[config.mk]
export PLATFORM = sky130hd
export DESIGN_NAME = zc_sample_sched
export DESIGN_NICKNAME = d
export VERILOG_FILES = /design/src/rtl/zc_sample_sched.sv
export SDC_FILE = /design/constraint.sdc
export NUM_CORES = 1
export LEC_CHECK = 0
export BUFFER_PORTS_ARGS = -buffer_cell sky130_fd_sc_hd__buf_2
export CAP_MARGIN = 30
export CORE_UTILIZATION = 52
export DETAILED_ROUTE_END_ITERATION = 10
export GPL_ROUTABILITY_DRIVEN = 0
export GPL_TIMING_DRIVEN = 1
export PLACE_DENSITY = 0.74
export SETUP_SLACK_MARGIN = 0.4
export SKIP_CTS_REPAIR_TIMING = 1
export SLEW_MARGIN = 10
export SYNTH_ARGS = -nofsm -noshare
export SYNTH_HDL_FRONTEND = slang
export SYNTH_SLANG_ARGS = --single-unit
export TNS_END_PERCENT = 5
[constraint.sdc]
create_clock -name clk -period 5 [get_ports clk]
set_input_delay 1 -clock clk [delete_from_list [all_inputs] [get_ports clk]]
set_output_delay 1 -clock clk [all_outputs]
set_load 0.03 [all_outputs]
[src/rtl/zc_sample_sched.sv]
// zc_sample_sched: input-side scheduler for the zero-crossing soft processor.
// Buffers two signed ADC sample streams in per-channel FIFOs, serves one-hot
// processor reads from the FIFO heads, and sequences frames IDLE->IRQ->RUN.
// The processor is interrupted once both channels hold a full frame.
// Optional build macro: ZC_WDOG_EN adds a RUN-state watchdog that forces the
// sequencer back to IDLE after WDOG cycles without proc_done.
module zc_sample_sched #(
  parameter int DW    = 23,
  parameter int AW    = 4,
  parameter int FRAME = 8,
  parameter int WDOG  = 4096
) (
  input  logic                 clk,
  input  logic                 rst_geral,
  input  logic signed [DW-1:0] adc0_data,
  input  logic                 adc0_vld,
  input  logic signed [DW-1:0] adc1_data,
  input  logic                 adc1_vld,
  input  logic [1:0]           req_in,
  input  logic                 proc_done,
  output logic signed [DW-1:0] in_proc,
  output logic                 itr,
  output logic                 busy,
  output logic [AW:0]          lvl0,
  output logic [AW:0]          lvl1,
  output logic [1:0]           ovf,
  output logic [1:0]           unf,
  output logic                 wdog_to
);

  localparam int DEPTH = 1 << AW;
  localparam logic [AW:0] FULL_L  = (AW+1)'(DEPTH);
  localparam logic [AW:0] FRAME_L = (AW+1)'(FRAME);

  localparam logic [1:0] S_IDLE = 2'd0;
  localparam logic [1:0] S_IRQ  = 2'd1;
  localparam logic [1:0] S_RUN  = 2'd2;

  // Per-channel storage and bookkeeping, indexed by channel number.
  logic signed [DW-1:0] mem [2][DEPTH];
  logic [AW-1:0]        wr_ptr [2];
  logic [AW-1:0]        rd_ptr [2];
  logic [AW:0]          lvl    [2];
  logic signed [DW-1:0] din    [2];
  logic [1:0]           vld;
  logic [1:0]           sel;
  logic [1:0]           empty;
  logic [1:0]           full;
  logic [1:0]           push;
  logic [1:0]           pop;

  logic [1:0] state;
  logic       frame_rdy;
  logic       wdog_hit;

  // Decode the read request and decide which pushes and pops happen this cycle.
  always_comb begin
    din[0] = adc0_data;
    din[1] = adc1_data;
    vld    = {adc1_vld, adc0_vld};
    // 11 is an illegal request and is treated like 00: no channel selected.
    sel    = 2'b00;
    if (req_in == 2'b01) sel = 2'b01;
    if (req_in == 2'b10) sel = 2'b10;
    empty  = 2'b00;
    full   = 2'b00;
    pop    = 2'b00;
    push   = 2'b00;
    for (int ch = 0; ch < 2; ch++) begin
      empty[ch] = (lvl[ch] == '0);
      full[ch]  = (lvl[ch] == FULL_L);
      pop[ch]   = sel[ch] & ~empty[ch];
      // A full FIFO still accepts a push when its head leaves in the same cycle.
      push[ch]  = vld[ch] & (~full[ch] | pop[ch]);
    end
  end

  // Present the selected FIFO head to the processor; empty or no request reads 0.
  always_comb begin
    in_proc = '0;
    if (pop[0]) in_proc = mem[0][rd_ptr[0]];
    if (pop[1]) in_proc = mem[1][rd_ptr[1]];
  end

  // Sample storage: written on accepted pushes only, never reset.
  always_ff @(posedge clk) begin
    for (int ch = 0; ch < 2; ch++) begin
      if (push[ch]) mem[ch][wr_ptr[ch]] <= din[ch];
    end
  end

  // FIFO pointers, occupancy and sticky overflow/underflow flags.
  always_ff @(posedge clk) begin
    if (rst_geral) begin
      for (int ch = 0; ch < 2; ch++) begin
        wr_ptr[ch] <= '0;
        rd_ptr[ch] <= '0;
        lvl[ch]    <= '0;
      end
      ovf <= 2'b00;
      unf <= 2'b00;
    end else begin
      for (int ch = 0; ch < 2; ch++) begin
        // Pointers are AW bits wide, so they wrap modulo the depth naturally.
        if (push[ch]) wr_ptr[ch] <= wr_ptr[ch] + AW'(1);
        if (pop[ch])  rd_ptr[ch] <= rd_ptr[ch] + AW'(1);
        case ({push[ch], pop[ch]})
          2'b10:   lvl[ch] <= lvl[ch] + (AW+1)'(1);
          2'b01:   lvl[ch] <= lvl[ch] - (AW+1)'(1);
          default: lvl[ch] <= lvl[ch];
        endcase
        if (vld[ch] && full[ch] && !pop[ch]) ovf[ch] <= 1'b1;
        if (sel[ch] && empty[ch])            unf[ch] <= 1'b1;
      end
    end
  end

  assign lvl0 = lvl[0];
  assign lvl1 = lvl[1];

  assign frame_rdy = (lvl[0] >= FRAME_L) && (lvl[1] >= FRAME_L);
  assign busy      = (state != S_IDLE);

  // Frame sequencer; itr is registered together with the IDLE->IRQ transition.
  always_ff @(posedge clk) begin
    if (rst_geral) begin
      state <= S_IDLE;
      itr   <= 1'b0;
    end else begin
      itr <= 1'b0;
      case (state)
        S_IDLE: begin
          if (frame_rdy) begin
            state <= S_IRQ;
            itr   <= 1'b1;
          end
        end
        S_IRQ: begin
          state <= S_RUN;
        end
        S_RUN: begin
          // proc_done wins over a simultaneous watchdog expiry.
          if (proc_done || wdog_hit) state <= S_IDLE;
        end
        default: begin
          state <= S_IDLE;
        end
      endcase
    end
  end

`ifdef ZC_WDOG_EN
  localparam logic [31:0] WDOG_LAST = 32'(WDOG - 1);

  logic [31:0] wdog_cnt;

  // The count equals (RUN cycle number - 1); expiry lands on RUN cycle WDOG.
  assign wdog_hit = (state == S_RUN) && (wdog_cnt == WDOG_LAST) && !proc_done;

  // RUN-state watchdog counter and its sticky timeout flag.
  always_ff @(posedge clk) begin
    if (rst_geral) begin
      wdog_cnt <= '0;
      wdog_to  <= 1'b0;
    end else begin
      if (state == S_IRQ)      wdog_cnt <= '0;
      else if (state == S_RUN) wdog_cnt <= wdog_cnt + 32'd1;
      if (wdog_hit) wdog_to <= 1'b1;
    end
  end
`else
  logic unused_cfg;

  assign wdog_hit   = 1'b0;
  assign wdog_to    = 1'b0;
  assign unused_cfg = ^WDOG;
`endif

endmodule

* Word-level counts from Yosys, hierarchy flattened
Memories as Yosys holds them, arrays and structs flattened. Index checks and enable logic that the tools add are counted.
Word-level totals: bits in registers 7, RAM bits 762, output and inout port bits 40, memories kept 4
Memories:
- mem | words 2, bits a word 368, read ports 2, clocked after Yosys merged registers in 0, wr ports 2, line 40 | logic signed [DW-1:0] mem [2][DEPTH];
- lvl | words 2, bits a word 5, read ports 2, clocked after Yosys merged registers in 0, wr ports 2, line 43 | logic [AW:0] lvl [2];
- rd_ptr | words 2, bits a word 4, read ports 2, clocked after Yosys merged registers in 0, wr ports 2, line 42 | logic [AW-1:0] rd_ptr [2];
- wr_ptr | words 2, bits a word 4, read ports 2, clocked after Yosys merged registers in 0, wr ports 2, line 41 | logic [AW-1:0] wr_ptr [2];
Cells by class: add/subtract/negate cells 8, $lt $le $gt $ge 8, eq/ne operators 12, multiplexer cells 62, bitwise gates (word level) 25, reductions and logical operators 19
Operators with widths (number):
- 368-bit two-way mux | 2
- 23-bit binary-select mux with 4-bit select | 2
- 23-bit demux with 4-bit select | 2
- 23-bit two-way mux | 8
- 1-bit two-way mux | 34
- 5-bit two-way mux | 6
- 5-bit greater-or-equal comparator (second input constant) | 4
- 4-bit NOT with 5-bit output | 4
- 4-bit by 1-bit adder with 4-bit output (second input constant) | 4
- 4-bit two-way mux | 4
- 1-bit OR | 12
- 5-bit by 1-bit adder with 5-bit output (second input constant) | 2
- 5-bit == test (second input constant) | 2
- 5-bit by 4-bit greater-or-equal comparator with 1-bit output (second input constant) | 2
- 5-bit logical NOT | 2
- 5-bit by 1-bit < comparator with 1-bit output (second input constant) | 2
- 5-bit by 1-bit subtractor with 5-bit output (second input constant) | 2
- 1-bit logical AND | 9
- 2-bit by 1-bit == test with 1-bit output (second input constant) | 4
- 2-bit == test (second input constant) | 4
- 2-bit two-way mux | 3
- 2-bit one-hot mux with 3 select lines | 1
- 2-bit OR reduction | 3
- 1-bit NOT | 5
- other kinds (6) | 11

* Logic depth before layout (Yosys ltp)
Gate-level depths: netlist of the first run.
word-level depth 13, mapped depth 12, gate-level depth less buffers 11

* Least setup slack after synthesis of the first run
No wires, ideal clock.
path type input -> register, start in req_in[1], end mem mem[0][644] (netlist bit) (enable), library setup time 0.461 ns, arrival 3.704 ns, setup slack 0.834 ns, stages 3, path buffers 0, cells stage by stage nor2b_1 > o41ai_4 > nor4_1
RTL lines:
- from (decl) | line 19 | input logic [1:0] req_in,
- to (decl) | line 40

==> flow_summary.toml, run 1 <==
[outcome]
status = "finished clean"

[global_routing]
grt_pass1_wl_um = 96200
track_usage_pct = 22.1
grt_use_met1_pct = 26.8
antenna_found_initial = 9
gr-usage-met3_pct = 5.09
grt_overflow_total = 0
grt_start_max_net_pins = 94
top_usage_layer = "met2"
use_met2_pct = 38.3
grt_pass1_vias = 15600

[sta]
fmax_mhz = 228
min_period_ns = 4.39
hold_viol = 0
period_share_pct = 87.8
rsz0062_at_grt = "false"
fin_worst_skew_ns = 0.0156
max_slew_margin_pct = 37.8
maxSlewViolCount = 0
worst_slew_pin_slew_ns = 0.933
setup_tns_ns = 0
setup_viol = 0

[run]
cap_violations = 0

[pwr]
peakVddDrop_uv = 212
p_total_mw = 14.4
p_per_area_nw_per_um2 = 419
power.leakage_nw = 11.3

[final_layout]
final_common_cell = "edfxtp_1"
drive_gt1_share_pct = 24.1
area_delta_synth_final_pct = 13.5
final_nets = 1766
layout_common_cells = "edfxtp_1 (762), mux2i_1 (185), a22oi_1 (115), mux4_2 (92), buf_2 (91)"

[worst_setup_path]
worstPathArrival_ns = 3.39
reg2reg_from = "lvl[0][1]"
r2r-end = "lvl[1][3]"
rrSetupSlack_ns = 1.54
worstSetupPathType = "flop to primary output"
reg2reg_depth = 8
start_kind = "flop"
crit_required_ns = 4.00
cp-end-kind = "primary output"
cp_max_fo = 33

[floorplan]
die_w_um = 243
dieArea_sq_um = 59300
fp.coreArea_sq_um = 57700
die_h_um = 243
start_util_pct = 52.5
io_pins = 93
rows = 88

[synth]
async_flop_share_pct = 0
synth_ff_type = "edfxtp_1"
ys_ff_latch = 769
synth_warnings = 0
synth_edf_count = 762
syn_area_per_cell_sq_um = 19.5
synth-seq-area-share_pct = 75.9
postSynthCellCount = 1558
syn_nets = 1629
ys_types = 51
netlist_area_sq_um = 30300

[clock_tree]
cts-buffers-inserted = 74
htreeDepth = 3
cts_buffer_depth = 3
clkSlewWorstSetupHoldPaths_ns = 0.06
cts.sinks = 769
clk-insertion-delay-late_ns = 0.62
clockRootBuffer = "clkbuf_16"
cts_tree = "done"

[route]
vias = 15100
postRouteAntennaNets = 0
route.final.wire_length_um = 65200
first_pass_iters = 5
viasPerCell = 6.00
wire_per_inst_um = 25.8
initialDrtViolationCount = 1373
drc = 0

[min_path]
worstHoldPathCells = 2
hold_path_class = "flop to flop"
worst_hold_path.endpoint = "unf[1]"
hp-start = "unf[1]"

[placement]
hpwl_um = 36300
port_buffers = 91
==> metal layers <==
metal  wire length (um)  up-vias
met5                 79        -
met3               4360      148
li1                   -     6640
met4               2090       14
met1              24800     7831
met2              33900      506
==> logic make-up (layout without fill, tap and decap cells) <==
kind of cell / count (synthesis) / after routing / share of synthesized area (%)
DFF: 769 / 769 / 75.9
muxes: 323 / 323 / 14.7
and+or+nand+nor: 189 / 189 / 3.09
AOI/OAI and AO/OA: 142 / 142 / 3.62
buffers and inverters: 103 / 300 / 1.57
adders and majority gates: 18 / 18 / 0.743
xor gates and xnor gates: 13 / 13 / 0.376
other: 1 / 3 / 0.0124
==> sequential cells by signal, indices dropped and copies added (netlist names) <==
register  cells
itr           1
unf           2
state         2
rd_ptr        8
lvl          10
wr_ptr        8
ovf           2
mem         736
==> critical path, stage by stage (launching register included) <==
cell	delay, ns
edfxtp_1	0.74
buf_12	0.34
mux4_2	0.55
mux2_2	0.29
a22oi_1	0.40
nand3_1	0.22
buf_2	0.23
==> power breakdown <==
part | switching, mW | internal, mW | leakage, nW
clock network | 2.32 | 3.28 | 1.19
registers | 0.114 | 7.30 | 6.98
logic | 0.879 | 0.536 | 3.14
==> metrics by stage <==
step | setup slack, ns | area (sq um) | hold slack, ns | utilization [%] | cells
finish | 0.612 | 34400 | 0.470 | 59.6 | 2522
global route | 0.404 | 34400 | 0.498 | 59.6 | 2522
CTS | 0.569 | 34400 | 0.475 | 59.6 | 2520
detailed placement | 1.23 | 32000 | 0.462 | 55.4 | 2384
global placement | 1.25 | 32000 | 0.445 | 55.4 | 2384
floorplan | 0.834 | 30300 | 0.475 | - | 1558
==> cell usage after synthesis (all sizes together), types with 2 or more instances <==
library cell / n / area share, %
mux2: 46 / 1.7
or2: 3 / 0.062
ha: 18 / 0.74
nand2b: 9 / 0.19
dfxtp: 7 / 0.46
edfxtp: 762 / 75
nand3: 75 / 1.2
buf: 42 / 0.81
nor2b: 5 / 0.10
and2: 6 / 0.12
o22ai: 2 / 0.041
nor4: 9 / 0.19
clkbuf: 41 / 0.51
nor2: 50 / 0.62
or4: 2 / 0.050
nor3: 8 / 0.13
inv: 20 / 0.25
and3: 4 / 0.083
o21ai: 3 / 0.050
nand2: 12 / 0.15
o21bai: 4 / 0.14
nor3b: 3 / 0.074
xnor2: 6 / 0.17
nor4b: 2 / 0.058
a22oi: 115 / 2.8
mux4: 92 / 6.8
xor2: 7 / 0.20
mux2i: 185 / 6.1
a21oi: 3 / 0.050
==> how the worst max path moves through the flow <==
stage / start / slack, ns / end
final: rd_ptr[0][1] / 0.61 / in_proc[10]
after global routing: rd_ptr[0][1] / 0.40 / in_proc[2]
after CTS: rd_ptr[0][1] / 0.57 / in_proc[14]
after detailed placement: req_in[1] / 1.23 / lvl[1][3]
after global placement: req_in[0] / 1.25 / in_proc[2]
after floorplan: req_in[1] / 0.83 / mem[0][644]
==> final cells by class <==
type                    count  area (sq um)
diodes                      2          5.00
well taps                 765           957
multi-input cells         686          6950
flip-flops and latches    769         23000
inverters                  20          75.1
fillers                  3995         23300
clock buffers              98          2060
repair buffers            144           953
clock inverters            38           393
No activity file was read; power rests on OpenSTA's default activity.
==> inputs of run 2 (changes only) <==
--- a/config.mk
+++ b/config.mk
@@ -5,6 +5,7 @@
 export SDC_FILE = /design/constraint.sdc
 export NUM_CORES = 1
 export LEC_CHECK = 0
+export ABC_CLOCK_PERIOD_IN_PS = 5000
 export BUFFER_PORTS_ARGS = -buffer_cell sky130_fd_sc_hd__buf_2
 export CAP_MARGIN = 30
 export CORE_UTILIZATION = 52
==> constraint.sdc (replaced) <==
create_clock -name clk -period 5 [get_ports clk]
set_input_delay 0.25 -clock clk [delete_from_list [all_inputs] [get_ports clk]]
set_output_delay 0.25 -clock clk [all_outputs]
set_load 0.03 [all_outputs]
==> run 2 against run 1 <==
- the flow now finishes with violations (hold timing)
- sequential power hardly changed
- non-clock buffer count is 4 higher
- critical path depth stayed put
- sequential share of layout area is 0.17 points higher
- fmax is 17% higher
- worst hold slack worse by 0.51 ns
- critical endpoint unchanged
==> flow_summary.toml, run 2 (synthesized netlist as in run 1, its figures left out) <==
[global_routing]
grt_overflow_total = 0
grt_start_max_net_pins = 95
grt_pass1_vias = 15500
antenna_found_initial = 5
track_usage_pct = 22.0
grt_pass1_wl_um = 96200

[final_layout]
final_nets = 1771
final_common_cell = "edfxtp_1"
drive_gt1_share_pct = 24.1
layout_common_cells = "edfxtp_1 (762), mux2i_1 (185), a22oi_1 (115), mux4_2 (92), buf_2 (91)"
largest_reg_flops = 736
fin_area_sq_um = 34300
area_delta_synth_final_pct = 13.2
nFillCells = 4085

[route]
drc = 0
initialDrtViolationCount = 1382
viasPerCell = 6.02
first_pass_iters = 5
route.final.wire_length_um = 64400
wire_per_inst_um = 25.5
postRouteAntennaNets = 0
vias = 15200

[worst_setup_path]
cp-end-kind = "primary output"
cp_max_fo = 94
start_kind = "flop"
worstSetupPathType = "flop to primary output"
worstPathArrival_ns = 3.49
crit_required_ns = 4.75

[sta]
fin_worst_skew_ns = 0.0143
max_slew_margin_pct = 35.8
hold_viol = 1
setup_tns_ns = 0
setup_viol = 0
maxSlewViolCount = 0
period_share_pct = 74.8
fmax_mhz = 267
min_period_ns = 3.74
rsz0062_at_grt = "false"
whs_ns = -0.0361
worst_slew_pin_slew_ns = 0.962

[run]
cap_violations = 0

[pwr]
p_int_mw = 10.9
peakVddDrop_uv = 235
seqPwrFrac_pct = 52.0
p_total_mw = 14.2
comb_power_share_pct = 9.9
swShare_pct = 23.1
p_per_area_nw_per_um2 = 414
p_switching_mw = 3.28
power.leakage_nw = 11.3
clock_power_share_pct = 38.0

[floorplan]
start_util_pct = 52.5
die_w_um = 243
rows = 88
dieArea_sq_um = 59300
io_pins = 93
die_h_um = 243
fp.coreArea_sq_um = 57700

[outcome]
status = "complete, but fails checks"
violations = "hold timing"

[clock_tree]
htreeDepth = 3
cts.sinks = 769
clkSlewWorstSetupHoldPaths_ns = 0.06
cts-buffers-inserted = 75
cts_tree = "done"
clk-insertion-delay-late_ns = 0.62
clockRootBuffer = "clkbuf_16"
cts_buffer_depth = 3

[placement]
hpwl_um = 36000
port_buffers = 91
placed_area_sq_um = 31900

[min_path]
hold_path_class = "input port to flop"
run 2: metrics by stage:
step	cells	util (%)	setup slack, ns	hold slack [ns]
floorplan	1558	-	1.16	0.349
global placement	2382	55.3	1.86	0.444
detailed placement	2385	55.3	1.72	0.460
CTS	2523	59.4	1.23	-0.0792
global route	2527	59.5	1.12	0.00302
finish	2527	59.5	1.26	-0.0361
run 2: area by class of cell:
type | instances | area [sq um] | area share, %
diodes | 1 | 2.50 | 0.00729
clock buffers | 92 | 1960 | 5.72
clock inverters | 46 | 395 | 1.15
inverters | 20 | 75.1 | 0.219
multi-input cells | 686 | 6950 | 20.2
flip-flops and latches | 769 | 23000 | 67.1
well taps | 765 | 957 | 2.79
repair buffers | 148 | 961 | 2.80
run 2: critical path, cell delays in order, from the launching register on:
cell	delay (ns)
edfxtp_1	0.37
buf_12	0.55
mux4_2	0.59
mux2_2	0.28
a22oi_1	0.49
nand3_1	0.27
buf_2	0.25
run 2: routing by layer:
layer	share of wire, %	track usage (%)
met2	51	37.4
met3	5.9	3.80
met1	40	28.9
met4	2.1	6.86
met5	0.065	0
run 2: power groups by stage:
stage,combinational (mW),clock (mW),sequential (mW)
global route,1.51,5.75,7.41
detailed placement,1.41,0,7.53
CTS,1.42,5.50,7.40
global placement,1.37,0,7.52
finish,1.41,5.41,7.40
floorplan,0.933,0,7.53
run 2: final timing paths:
path | startpoint | endpoint | slack, ns | cells after the start
worst max-delay path | rd_ptr[0][1] | in_proc[10] | 1.26 | 6
worst min-delay path | proc_done | state[1] | -0.04 | 4
worst max register to register | lvl[0][0] | lvl[0][4] | 1.66 | 11
worst min register to register | ovf[1] | ovf[1] | 0.47 | 2
